$ cat config.mk
export PLATFORM = sky130hd
export DESIGN_NAME = jtpang_objdma_flat
export DESIGN_NICKNAME = d
export VERILOG_FILES = /design/src/rtl/jtpang_pkg.sv /design/src/rtl/jtpang_objdma_if.sv /design/src/rtl/jtpang_objdma.sv /design/src/flat_wrapper.sv
export SDC_FILE = /design/constraint.sdc
export NUM_CORES = 1
export LEC_CHECK = 0
export ABC_AREA = 1
export CAP_MARGIN = 25
export CORE_ASPECT_RATIO = 0.6
export CORE_MARGIN = 5
export CORE_UTILIZATION = 25
export CTS_CLUSTER_SIZE = 10
export DETAILED_ROUTE_END_ITERATION = 8
export SETUP_SLACK_MARGIN = 0.1
export SYNTH_ARGS = -nofsm -noshare
export SYNTH_HDL_FRONTEND = slang
export SYNTH_SLANG_ARGS = --single-unit
export TNS_END_PERCENT = 30
$ cat constraint.sdc
create_clock -name clk -period 1.9 [get_ports clk]
set_clock_uncertainty 0.2 [all_clocks]
set_input_delay 0.38 -clock clk [delete_from_list [all_inputs] [get_ports clk]]
set_output_delay 0.38 -clock clk [all_outputs]
set_load 0.01 [all_outputs]
$ cat src/rtl/jtpang_pkg.sv
// Shared definitions for the jtpang object path (object DMA and object renderer).
package jtpang_pkg;

  typedef enum logic [1:0] {
    ST_IDLE = 2'd0,
    ST_REQ  = 2'd1,
    ST_COPY = 2'd2,
    ST_DONE = 2'd3
  } objdma_st_t;

  localparam int OBJ_DMA_LEN = 384;
  localparam int OBJ_AW      = 9;

endpackage

$ cat src/rtl/jtpang_objdma_if.sv
// Bus-side bundle of the object DMA: Z80 bus request/grant, VRAM read path and object buffer write path.
interface jtpang_objdma_if
  import jtpang_pkg::*;
#(
  parameter int AW = OBJ_AW
);

  logic          busrq;
  logic          busak_n;
  logic [AW-1:0] dma_addr;
  logic [7:0]    dma_din;
  logic          buf_we;
  logic [AW-1:0] buf_addr;
  logic [7:0]    buf_din;

  modport master (
    output busrq, dma_addr, buf_we, buf_addr, buf_din,
    input  busak_n, dma_din
  );

  modport slave (
    input  busrq, dma_addr, buf_we, buf_addr, buf_din,
    output busak_n, dma_din
  );

endinterface

$ cat src/rtl/jtpang_objdma.sv
// Object-table DMA: on dma_go grabs the Z80 bus and copies DMA_LEN bytes VRAM -> object buffer, one byte per granted cen.
// DMA_LEN+1 granted cens in COPY; busak_n high on a cen pauses and re-primes. Double-banked buffer under JTPANG_OBJDMA_DBUF_EN.
module jtpang_objdma
  import jtpang_pkg::*;
#(
  parameter int AW      = OBJ_AW,
  parameter int DMA_LEN = OBJ_DMA_LEN
) (
  input  logic            clk,
  input  logic            rst,
  input  logic            cen,
  input  logic            dma_go,
  output logic            busy,
  input  logic            LVBL,
  output logic            buf_bank,
  jtpang_objdma_if.master bus
);

  localparam logic [AW:0]   LEN  = (AW+1)'(DMA_LEN);
  localparam logic [AW:0]   ONE  = (AW+1)'(1);
  localparam logic [AW-1:0] AONE = AW'(1);

  objdma_st_t    r_st;
  logic          r_pending;
  logic          r_busrq;
  logic          r_busy;
  logic          r_fill;
  logic [AW:0]   r_cnt;
  logic          r_we;
  logic [AW-1:0] r_baddr;
  logic [7:0]    r_bdin;

  logic          w_leave_idle;
  logic          w_last;
  logic [AW-1:0] w_wr_addr;

  assign w_leave_idle = cen & (r_st == ST_IDLE) & r_pending;
  // r_fill means dma_din holds the byte at r_cnt-1, so this cen may write it
  assign w_last       = r_fill & (r_cnt == LEN);
  assign w_wr_addr    = r_cnt[AW-1:0] - AONE;

  always_ff @(posedge clk) begin
    if (rst) begin
      r_st      <= ST_IDLE;
      r_pending <= 1'b0;
      r_busrq   <= 1'b0;
      r_busy    <= 1'b0;
      r_fill    <= 1'b0;
      r_cnt     <= '0;
      r_we      <= 1'b0;
      r_baddr   <= '0;
      r_bdin    <= '0;
    end else begin
      r_pending <= dma_go | (r_pending & ~w_leave_idle);
      r_we      <= 1'b0;
      if (cen) begin
        case (r_st)
          ST_IDLE: begin
            if (r_pending) begin
              r_st    <= ST_REQ;
              r_busrq <= 1'b1;
              r_busy  <= 1'b1;
              r_cnt   <= '0;
              r_fill  <= 1'b0;
            end
          end
          ST_REQ: begin
            if (!bus.busak_n) r_st <= ST_COPY;
          end
          ST_COPY: begin
            if (!bus.busak_n) begin
              if (r_cnt != LEN) r_cnt <= r_cnt + ONE;
              r_fill <= 1'b1;
              if (r_fill) begin
                r_we    <= 1'b1;
                r_baddr <= w_wr_addr;
                r_bdin  <= bus.dma_din;
              end
              if (w_last) r_st <= ST_DONE;
            end else if (r_fill) begin
              // step back so the unwritten byte is fetched again once the bus returns
              r_cnt  <= r_cnt - ONE;
              r_fill <= 1'b0;
            end
          end
          ST_DONE: begin
            r_busrq <= 1'b0;
            r_busy  <= 1'b0;
            r_st    <= ST_IDLE;
          end
          default: r_st <= ST_IDLE;
        endcase
      end
    end
  end

  assign bus.busrq    = r_busrq;
  assign bus.dma_addr = r_cnt[AW-1:0];
  assign bus.buf_we   = r_we;
  assign bus.buf_addr = r_baddr;
  assign bus.buf_din  = r_bdin;
  assign busy         = r_busy;

`ifdef JTPANG_OBJDMA_DBUF_EN
  // DMA fills bank ~buf_bank; the renderer flips to it at the next frame start after a full copy
  logic r_lvbl_l;
  logic r_swap_pend;
  logic r_bank;
  logic w_vb_fall;
  logic w_done;

  assign w_vb_fall = r_lvbl_l & ~LVBL;
  assign w_done    = (r_st == ST_DONE);

  always_ff @(posedge clk) begin
    if (rst) begin
      r_lvbl_l    <= 1'b0;
      r_swap_pend <= 1'b0;
      r_bank      <= 1'b0;
    end else if (cen) begin
      r_lvbl_l    <= LVBL;
      r_swap_pend <= w_done | (r_swap_pend & ~w_vb_fall);
      if (w_vb_fall && r_swap_pend) r_bank <= ~r_bank;
    end
  end

  assign buf_bank = r_bank;
`else
  logic w_unused_lvbl;
  assign w_unused_lvbl = LVBL;
  assign buf_bank      = 1'b0;
`endif

endmodule

$ cat src/flat_wrapper.sv
// flat-port wrapper written by rule: the top's interface ports become plain ports
module jtpang_objdma_flat import jtpang_pkg::*;
#(
  parameter int AW      = OBJ_AW,
  parameter int DMA_LEN = OBJ_DMA_LEN
)
  (clk, rst, cen, dma_go, busy, LVBL, buf_bank, bus_busrq, bus_dma_addr, bus_buf_we, bus_buf_addr, bus_buf_din, bus_busak_n, bus_dma_din);
  jtpang_objdma_if #(.AW(AW)) bus_i ();
  input  logic clk;
  input  logic rst;
  input  logic cen;
  input  logic dma_go;
  output logic busy;
  input  logic LVBL;
  output logic buf_bank;
  output wire logic [$bits(bus_i.busrq)-1:0] bus_busrq;
  output wire logic [$bits(bus_i.dma_addr)-1:0] bus_dma_addr;
  output wire logic [$bits(bus_i.buf_we)-1:0] bus_buf_we;
  output wire logic [$bits(bus_i.buf_addr)-1:0] bus_buf_addr;
  output wire logic [$bits(bus_i.buf_din)-1:0] bus_buf_din;
  input wire logic [$bits(bus_i.busak_n)-1:0] bus_busak_n;
  input wire logic [$bits(bus_i.dma_din)-1:0] bus_dma_din;
  assign bus_busrq = bus_i.busrq;
  assign bus_dma_addr = bus_i.dma_addr;
  assign bus_buf_we = bus_i.buf_we;
  assign bus_buf_addr = bus_i.buf_addr;
  assign bus_buf_din = bus_i.buf_din;
  assign bus_i.busak_n = bus_busak_n;
  assign bus_i.dma_din = bus_dma_din;
  jtpang_objdma #(.AW(AW), .DMA_LEN(DMA_LEN)) u_core (.clk(clk), .rst(rst), .cen(cen), .dma_go(dma_go), .busy(busy), .LVBL(LVBL), .buf_bank(buf_bank), .bus(bus_i));
endmodule
==> results.cfg, run 1 <==
[clocking]
ctsLongestPathBuffers = 2
cts.sinks = 33
cts_tree = done
numCtsBuffers = 5
clk_latency_ns = 0.28
cts.clk_slew.worst_paths_ns = 0.05
clockRootBuffer = clkbuf_16
hold_buffers = 0
cts_htree_levels = 2

[logic_synthesis]
netlist_area_sq_um = 2030
synthArstFlopShare = 0
synthFlopType = dfxtp_1
synth-seq-cells = 33
netlist_instances = 294
yosys_warnings = 0
synth_edf_count = 0
synthTopCellsByArea = dfxtp_1 (33%), nand2_1 (12%), ha_1 (9.2%)
netlist.area_leader.share = 0.325
synth_area_leader_cell = dfxtp_1
syn_nets = 324
avgSynthCellArea_sq_um = 6.91
synth_cell_types = 36
synth_seq_area_share = 0.325

[global_route]
gr-total-overflow = 0
grt_max_degree = 21
track_usage = 0.114
grt_pass1_vias = 1799
grt_pass1_wl_mm = 9.11
antenna_found_initial = 0

[sta]
fin_crit_sh = 0.938
setup_viol_count_final = 0
finalCriticalPeriod_ns = 1.78
rsz0062_at_grt = true
max_freq_ghz = 0.561
slew_violations = 0
hold_viol_final = 0

[worst_hold_path]
hold_path_class = flip-flop to flip-flop

[floorplan]
die_x_um = 126
num_rows = 25
die_h_um = 79.8
die_area_sq_um = 10100
start_util = 0.258
io_pins = 44
core_area_sq_um = 7880

[placement]
place.gp.congestion = 0.878
placed_cell_area_sq_um = 2670
portBuffers = 41
hpwl_mm = 4.35
dp.cells = 452

[route]
drt_iter0_drc = 90
dr.pass1.iters = 4
drc = 0
detail_route.wl_per_cell_um = 12.6
num_vias = 2044
via_per_inst = 4.39
wl_mm = 5.88
ant_nets = 0

[cells_and_area]
syn_to_final_growth_pct = 52.8
n_fill_cell = 844
diodes = 0
post-route-cell-area_sq_um = 3100
mostFrequentLayoutCells = nand2_1 (61), nor2_1 (33), clkdlybuf4s50_1 (31), inv_1 (28), buf_4 (28)
final_common_cell = nand2_1
layout-drive-gt1-share = 0.274
finalNonFillerCells = 466
utilization = 0.394
nNetsFinal = 387

[power]
powerDensity_nw_per_um2 = 585
p_leak_uw = 0.00148
ir_drop_uv = 271

[setup_path]
cp_top_family = buffers and inverters
critical_path_buf_inv_count = 1
crit_fanout = 6
start_kind = flip-flop
required_ns = 1.32
path_cells = clkdlybuf4s50_1
worstPathArrival_ns = 1.20
cpPeakStageDelay_ns = 0.56
slowest_stage = clkdlybuf4s50_1
crit_type = flip-flop to primary output
endpoint_kind = primary output

[outcome]
status = finished, final reports clean

[flow_run]
cap_violations = 0
==> where the power goes <==
group	switching, uW	internal, uW	leakage, uW	total (uW)
sequential	8.02	700	0.000272	708
clock	295	554	0.0000799	849
combinational	135	121	0.00113	256
total	438	1380	0.00148	1810
==> synthesized netlist by cell type, drive strengths merged, types with 2 or more instances <==
cell type  number
xor2            2
nor3            3
nand4           3
o211ai          2
dfxtp          33
o21ai          20
inv            37
buf            14
clkbuf          3
nand3b          2
ha             15
a21oi          20
o21bai          2
nand3          20
nand2          67
nor2           40
or2             2
==> repair_timing <==
item | 4_1_cts | 5_1_grt
resized for setup | 21 | 56
buffers inserted | 1 | 3
hold endpoints to repair | 0 | 0
setup endpoints to repair | 38 | 38
pin swaps | 0 | 6
gates cloned | 1 | 1
==> worst paths after layout <==
kind,startpoint,endpoint,slack [ns],cells past startpoint
hold / removal,u_core.bus.buf_din[3],u_core.bus.buf_din[3],0.28,2
setup / recovery,u_core.r_cnt[8],bus_dma_addr[8],0.12,1
setup reg to reg,u_core.r_st[0],u_core.r_cnt[1],0.17,9
hold reg to reg,u_core.bus.buf_din[3],u_core.bus.buf_din[3],0.28,2
==> per-stage QoR <==
stage          hold WS, ns  worst slack [ns]  TNS [ns]  power [uW]
2_1_floorplan        0.261             0.194         0         840
3_3_place_gp         0.266            -0.447     -9.82         934
3_5_place_dp         0.274            -0.462    -10.36         935
4_1_cts              0.287           0.00656         0        1810
5_1_grt              0.311            0.0347         0        1900
6_report             0.280             0.117         0        1810
==> registers in the layout, summed over array words and instances (netlist names) <==
signal / cells
u_core.bus.buf_addr: 9
u_core.bus.buf_din: 8
u_core.bus.buf_we: 1
u_core.busy: 1
u_core.r_cnt: 10
u_core.r_fill: 1
u_core.r_pending: 1
u_core.r_st: 2
==> worst reg2reg max path, stage by stage (launching register included) <==
cell and delay, ns:
dfxtp_2 0.32, inv_2 0.11, ha_4 0.17, inv_1 0.10
nand2_1 0.09, nand2_2 0.08, nor2_4 0.14, nand3_4 0.11
or2_1 0.24, a21oi_2 0.11
==> logic make-up (layout without fill, tap and decap cells) <==
| group | count (synthesis) | count (layout) | share of synthesized area |
|---|---|---|---|
| xor+xnor | 3 | 3 | 0.0129 |
| other cells | 1 | 1 | 0.00185 |
| fa+ha+maj | 16 | 16 | 0.102 |
| simple gates | 139 | 139 | 0.301 |
| compound gates | 48 | 48 | 0.131 |
| flops | 33 | 33 | 0.325 |
| buf+inv | 54 | 118 | 0.126 |
==> metal layers <==
metal | routed length, um | track usage | vias up
met3 | 281 | 0.0428 | 5
met1 | 3160 | 0.171 | 942
met5 | 0 | 0 | -
li1 | - | - | 1063
met2 | 2410 | 0.152 | 34
met4 | 31 | 0.0193 | 0
==> cell type report <==
class / instances / area (sq um) / area share
multi-input cells: 207 / 1290 / 0.416
flip-flops and latches: 33 / 678 / 0.219
repair buffers: 72 / 677 / 0.218
inverters: 37 / 159 / 0.0512
clock buffers: 7 / 153 / 0.0492
well taps: 108 / 135 / 0.0435
clock inverters: 1 / 5.00 / 0.00161
repair inverters: 1 / 5.00 / 0.00161
Power figures use the tool's default switching activity.
==> run 2, diff against run 1 <==
--- a/config.mk
+++ b/config.mk
@@ -7,11 +7,12 @@
 export LEC_CHECK = 0
 export ABC_AREA = 1
 export CAP_MARGIN = 25
-export CORE_ASPECT_RATIO = 0.6
+export CORE_ASPECT_RATIO = 1.5
 export CORE_MARGIN = 5
 export CORE_UTILIZATION = 25
 export CTS_CLUSTER_SIZE = 10
 export DETAILED_ROUTE_END_ITERATION = 8
+export PLACE_DENSITY = 0.41
 export SETUP_SLACK_MARGIN = 0.1
 export SYNTH_ARGS = -nofsm -noshare
 export SYNTH_HDL_FRONTEND = slang
==> run 2 against run 1 <==
Against the previous run:
- hold slack worse by 0.0055 ns
- total power is 11% higher
- critical path depth stayed put
- first-iteration DRC count is 47% lower
- critical endpoint is now bus_dma_addr[2]
- final cell count is 0.43% higher
- global-route usage is 0.30 points higher
- maximum frequency is 1.9% lower
- clock power is 24% higher
==> results.cfg, run 2 (synthesized netlist as in run 1, its figures left out) <==
[setup_path]
worstPathArrival_ns = 1.24
r2r_slack_ns = 0.12
crit_fanout = 5
slowest_stage = clkdlybuf4s50_1
required_ns = 1.32
critical_path_buf_inv_count = 1
path_cells = clkdlybuf4s50_1
cp_top_family = buffers and inverters
start_kind = flip-flop
cpPeakStageDelay_ns = 0.56
endpoint_kind = primary output
crit_type = flip-flop to primary output

[cells_and_area]
nNetsFinal = 392
finalNonFillerCells = 468
top_register = u_core.r_cnt
post-route-cell-area_sq_um = 3140
layout-drive-gt1-share = 0.270
mostFrequentLayoutCells = nand2_1 (61), clkdlybuf4s50_1 (37), nor2_1 (35), buf_4 (35), dfxtp_1 (26)
syn_to_final_growth_pct = 54.8
final_common_cell = nand2_1
diodes = 0
largest_reg_flops = 10

[power]
seq_power_share = 0.353
p_leak_uw = 0.00142
powerDensity_nw_per_um2 = 640
switching_power_uw = 438
internal-power_uw = 1570
p_sw_frac = 0.218
power_uw = 2010
ir_drop_uv = 453
pwr-share-comb = 0.127
clkPwrFrac = 0.520

[sta]
slew_violations = 0
setup_viol_count_final = 0
hold_viol_final = 0
max_freq_ghz = 0.550
setup_ws_ns = 0.0830
finalCriticalPeriod_ns = 1.82
rsz0062_at_grt = true
fin_crit_sh = 0.956

[placement]
dp_slack_ns = -0.497
hpwl_mm = 4.40
portBuffers = 41
place.gp.congestion = 0.758
placed_cell_area_sq_um = 2670
dp.cells = 451

[route]
drc = 0
wl_mm = 5.74
dr.pass1.iters = 4
drt_iter0_drc = 48
detail_route.wl_per_cell_um = 12.3
via_per_inst = 4.43
ant_nets = 0
num_vias = 2075

[floorplan]
start_util = 0.255
die_x_um = 83.6
die_area_sq_um = 10100
num_rows = 40
core_area_sq_um = 7960
io_pins = 44
die_h_um = 120

[outcome]
status = finished, final reports clean

[clocking]
numCtsBuffers = 5
cts_htree_levels = 2
cts_tree = done
cts.sinks = 33
clk_latency_ns = 0.27
clockRootBuffer = clkbuf_16
ctsLongestPathBuffers = 2
cts.clk_slew.worst_paths_ns = 0.05

[global_route]
grt_pass1_wl_mm = 9.60
grt_max_degree = 16
grt_pass1_vias = 2061
track_usage = 0.117
antenna_found_initial = 0
gr-total-overflow = 0

[worst_hold_path]
hold_path_class = flip-flop to flip-flop

[flow_run]
cap_violations = 0
[run 2: path summary, 6_finish.rpt]
path / startpoint / end / cells after the start
hold reg to reg: u_core.bus.buf_addr[2] / u_core.bus.buf_addr[2] / 2
setup / recovery: u_core.r_cnt[2] / bus_dma_addr[2] / 1
hold / removal: u_core.bus.buf_addr[2] / u_core.bus.buf_addr[2] / 2
setup reg to reg: u_core.r_st[1] / u_core.r_cnt[1] / 10
[run 2: what timing repair did]
item                       in CTS  in global routing
gates cloned                    2                  0
gates resized for setup        19                 47
hold buffers                    0                  0
buffers inserted                1                  6
pin swaps                       2                 12
hold endpoints to repair        0                  0
setup endpoints to repair      37                 37
[run 2: power by group through the flow]
| stage | sequential [uW] | combinational [uW] | clock, uW |
|---|---|---|---|
| global route | 710 | 287 | 1100 |
| detailed placement | 722 | 214 | 0 |
| CTS | 708 | 224 | 1080 |
| global placement | 722 | 215 | 0 |
| finish | 710 | 255 | 1050 |
| floorplan | 724 | 116 | 0 |
[run 2: through the flow]
| step | utilization | hold WS [ns] | setup TNS, ns |
|---|---|---|---|
| 2_1_floorplan | - | 0.261 | 0 |
| 3_3_place_gp | 0.335 | 0.266 | -10.54 |
| 5_1_grt | 0.395 | 0.307 | 0 |
| 4_1_cts | 0.370 | 0.282 | 0 |
| 6_report | 0.395 | 0.274 | 0 |
| 3_5_place_dp | 0.335 | 0.272 | -11.54 |
[run 2: cell type report]
| type | count | area [sq um] |
|---|---|---|
| Timing Repair inverter | 1 | 7.51 |
| Sequential cell | 33 | 672 |
| Multi-Input combinational cell | 207 | 1300 |
| Timing Repair Buffer | 77 | 683 |
| Inverter | 37 | 156 |
| Fill cell | 828 | 4810 |
| Clock buffer | 5 | 125 |
| Tap cell | 105 | 131 |
| Clock inverter | 3 | 65.1 |
[run 2: per-layer routing]
| layer | vias up | GRT usage | share of wire |
|---|---|---|---|
| met2 | 35 | 0.229 | 0.55 |
| met3 | 6 | 0.0232 | 0.036 |
| met5 | - | 0 | 0 |
| met4 | 0 | 0.0443 | 0.016 |
| li1 | 1083 | - | - |
| met1 | 951 | 0.120 | 0.40 |
==> run 3, diff against run 2 <==
==> constraint.sdc (replaced) <==
create_clock -name clk -period 1.9 [get_ports clk]
set_clock_uncertainty 0.2 [all_clocks]
set_input_delay 0.38 -clock clk [delete_from_list [all_inputs] [get_ports clk]]
set_output_delay 0.38 -clock clk [all_outputs]
set_load 0.05 [all_outputs]
==> run 3 against run 2 <==
Against the previous run:
- sequential cell count unchanged
- maximum frequency increased by 1.4%
- sequential share of layout area fell by 0.46 points
- largest power group unchanged
- total power increased by 2.2%
- largest cell class unchanged
==> results.cfg, run 3 (synthesized netlist as in run 1, its figures left out) <==
[global_route]
grt_pass1_vias = 2002
grt_pass1_wl_mm = 9.63
antenna_found_initial = 0
track_usage = 0.121
gr-total-overflow = 0
grt_max_degree = 16

[sta]
rsz0062_at_grt = true
fin_crit_sh = 0.943
hold_ws_ns = 0.275
setup_tns_ns = 0
max_freq_ghz = 0.558
finalCriticalPeriod_ns = 1.79
setup_viol_count_final = 0
slew_violations = 0
hold_viol_final = 0

[floorplan]
die_x_um = 83.6
start_util = 0.255
die_h_um = 120
die_area_sq_um = 10100
num_rows = 40
io_pins = 44
core_area_sq_um = 7960

[setup_path]
endpoint_kind = flip-flop
r2r_slack_ns = 0.11
start_kind = flip-flop
cp_top_family = simple AND/OR/NAND/NOR gates
slowest_stage = dfxtp_4
crit_fanout = 3
regToRegStartpoint = u_core.r_st[1]
required_ns = 1.92
path_cells = inv_4 > ha_4 > inv_4 > nor2_4 > nor2_4 > nand2_2 > nor2_4 > nand3_4 > or2_1 > a21oi_2
crit_top_cell = nor2_4
reg2regPathDepth = 10
reg2reg_to = u_core.r_cnt[1]
crit_type = flip-flop to flip-flop
critical_path_buf_inv_count = 2
worstPathArrival_ns = 1.81
cpPeakStageDelay_ns = 0.38

[route]
num_vias = 2042
dr.pass1.iters = 4
via_per_inst = 4.34
drc = 0
drt_iter0_drc = 75
ant_nets = 0
wl_mm = 5.72
detail_route.wl_per_cell_um = 12.1

[clocking]
clockRootBuffer = clkbuf_16
cts.sinks = 33
cts_htree_levels = 2
hold_buffers = 0
cts_tree = done
clk_latency_ns = 0.28
ctsLongestPathBuffers = 2
numCtsBuffers = 5
cts.clk_slew.worst_paths_ns = 0.06

[cells_and_area]
n_fill_cell = 835
multi_input_area_sq_um = 1270
top_register = u_core.r_cnt
largest_reg_flops = 10
syn_to_final_growth_pct = 56.7
seq_area_sq_um = 666
diodes = 0
mostFrequentLayoutCells = nand2_1 (63), buf_4 (57), nor2_1 (34), dfxtp_1 (31), inv_1 (27)
final_common_cell = nand2_1
layout-drive-gt1-share = 0.322
nNetsFinal = 395

[worst_hold_path]
holdPathEnd = u_core.bus.buf_addr[2]
hold_depth = 2
worstHoldStart = u_core.bus.buf_addr[2]
hold_path_class = flip-flop to flip-flop

[placement]
place.gp.congestion = 0.789
portBuffers = 41
hpwl_mm = 4.51

[outcome]
status = finished, final reports clean

[power]
powerDensity_nw_per_um2 = 645
ir_drop_uv = 316
p_leak_uw = 0.00147

[flow_run]
cap_violations = 0
-- run 3: cell count changes in the layout (fill, tap and decap cells not counted), sizes merged --
| cell | before | now |
|---|---|---|
| clkinv | 1 | 3 |
| buf | 36 | 69 |
| clkdlybuf4s50 | 37 | 11 |
| clkdlybuf4s15 | 0 | 1 |
| dlymetal6s2s | 2 | 0 |
| dlygate4sd2 | 1 | 0 |
| clkbuf | 6 | 5 |
| inv | 37 | 35 |
| clkinvlp | 1 | 0 |
-- run 3: worst min-delay path: stages (launching register included) --
cell and delay, ns:
dfxtp_1 0.34, o21ai_1 0.07, inv_1 0.04
-- run 3: final cells by class --
class                           instances  area share
Clock buffer                            5      0.0393
Clock inverter                          3      0.0204
Inverter                               37      0.0484
Multi-Input combinational cell        207       0.399
Sequential cell                        33       0.209
Tap cell                              105      0.0413
Timing Repair Buffer                   81       0.243
-- run 3: worst max-delay path by stage --
stage / cells after the start / slack, ns / to / startpoint
5_1_grt: 10 / 0.02 / u_core.r_cnt[1] / u_core.r_st[1]
3_5_place_dp: 11 / -0.48 / u_core.r_cnt[5] / bus_busak_n
3_3_place_gp: 11 / -0.47 / u_core.r_cnt[5] / bus_busak_n
4_1_cts: 9 / 0.05 / u_core.bus.buf_addr[0] / u_core.r_st[0]
6_report: 10 / 0.11 / u_core.r_cnt[1] / u_core.r_st[1]
2_1_floorplan: 10 / 0.19 / u_core.r_cnt[8] / u_core.r_cnt[0]
-- run 3: per-layer routing --
layer | vias to the layer above | wire length [um] | track usage
met5 | - | 0 | 0
met4 | 0 | 150 | 0.0624
met3 | 8 | 218 | 0.0327
met2 | 38 | 3070 | 0.220
met1 | 918 | 2280 | 0.126
li1 | 1078 | - | -
-- run 3: per-stage QoR --
| stage | utilization | setup WS [ns] | cell area, sq um | power, uW | instances |
|---|---|---|---|---|---|
| 2_1_floorplan | - | 0.194 | 2030 | 862 | 294 |
| 3_3_place_gp | 0.344 | -0.469 | 2740 | 958 | 455 |
| 3_5_place_dp | 0.344 | -0.483 | 2740 | 958 | 455 |
| 4_1_cts | 0.375 | 0.0493 | 2990 | 2040 | 465 |
| 5_1_grt | 0.400 | 0.0162 | 3180 | 2160 | 471 |
| 6_report | 0.400 | 0.109 | 3180 | 2050 | 471 |
-- run 3: where the power goes --
group / switching (uW) / total, uW / internal (uW) / leakage [uW]
clock network: 306 / 1050 / 749 / 0.0000938
registers: 7.95 / 709 / 701 / 0.000268
logic: 156 / 290 / 133 / 0.00111
total: 471 / 2050 / 1580 / 0.00147
-- run 3: repair_timing --
action	CTS	global route
cloned	1	0
endpoints found under the setup margin	29	29
gates resized for setup	12	37
buffers inserted	1	6
pin swaps	0	9
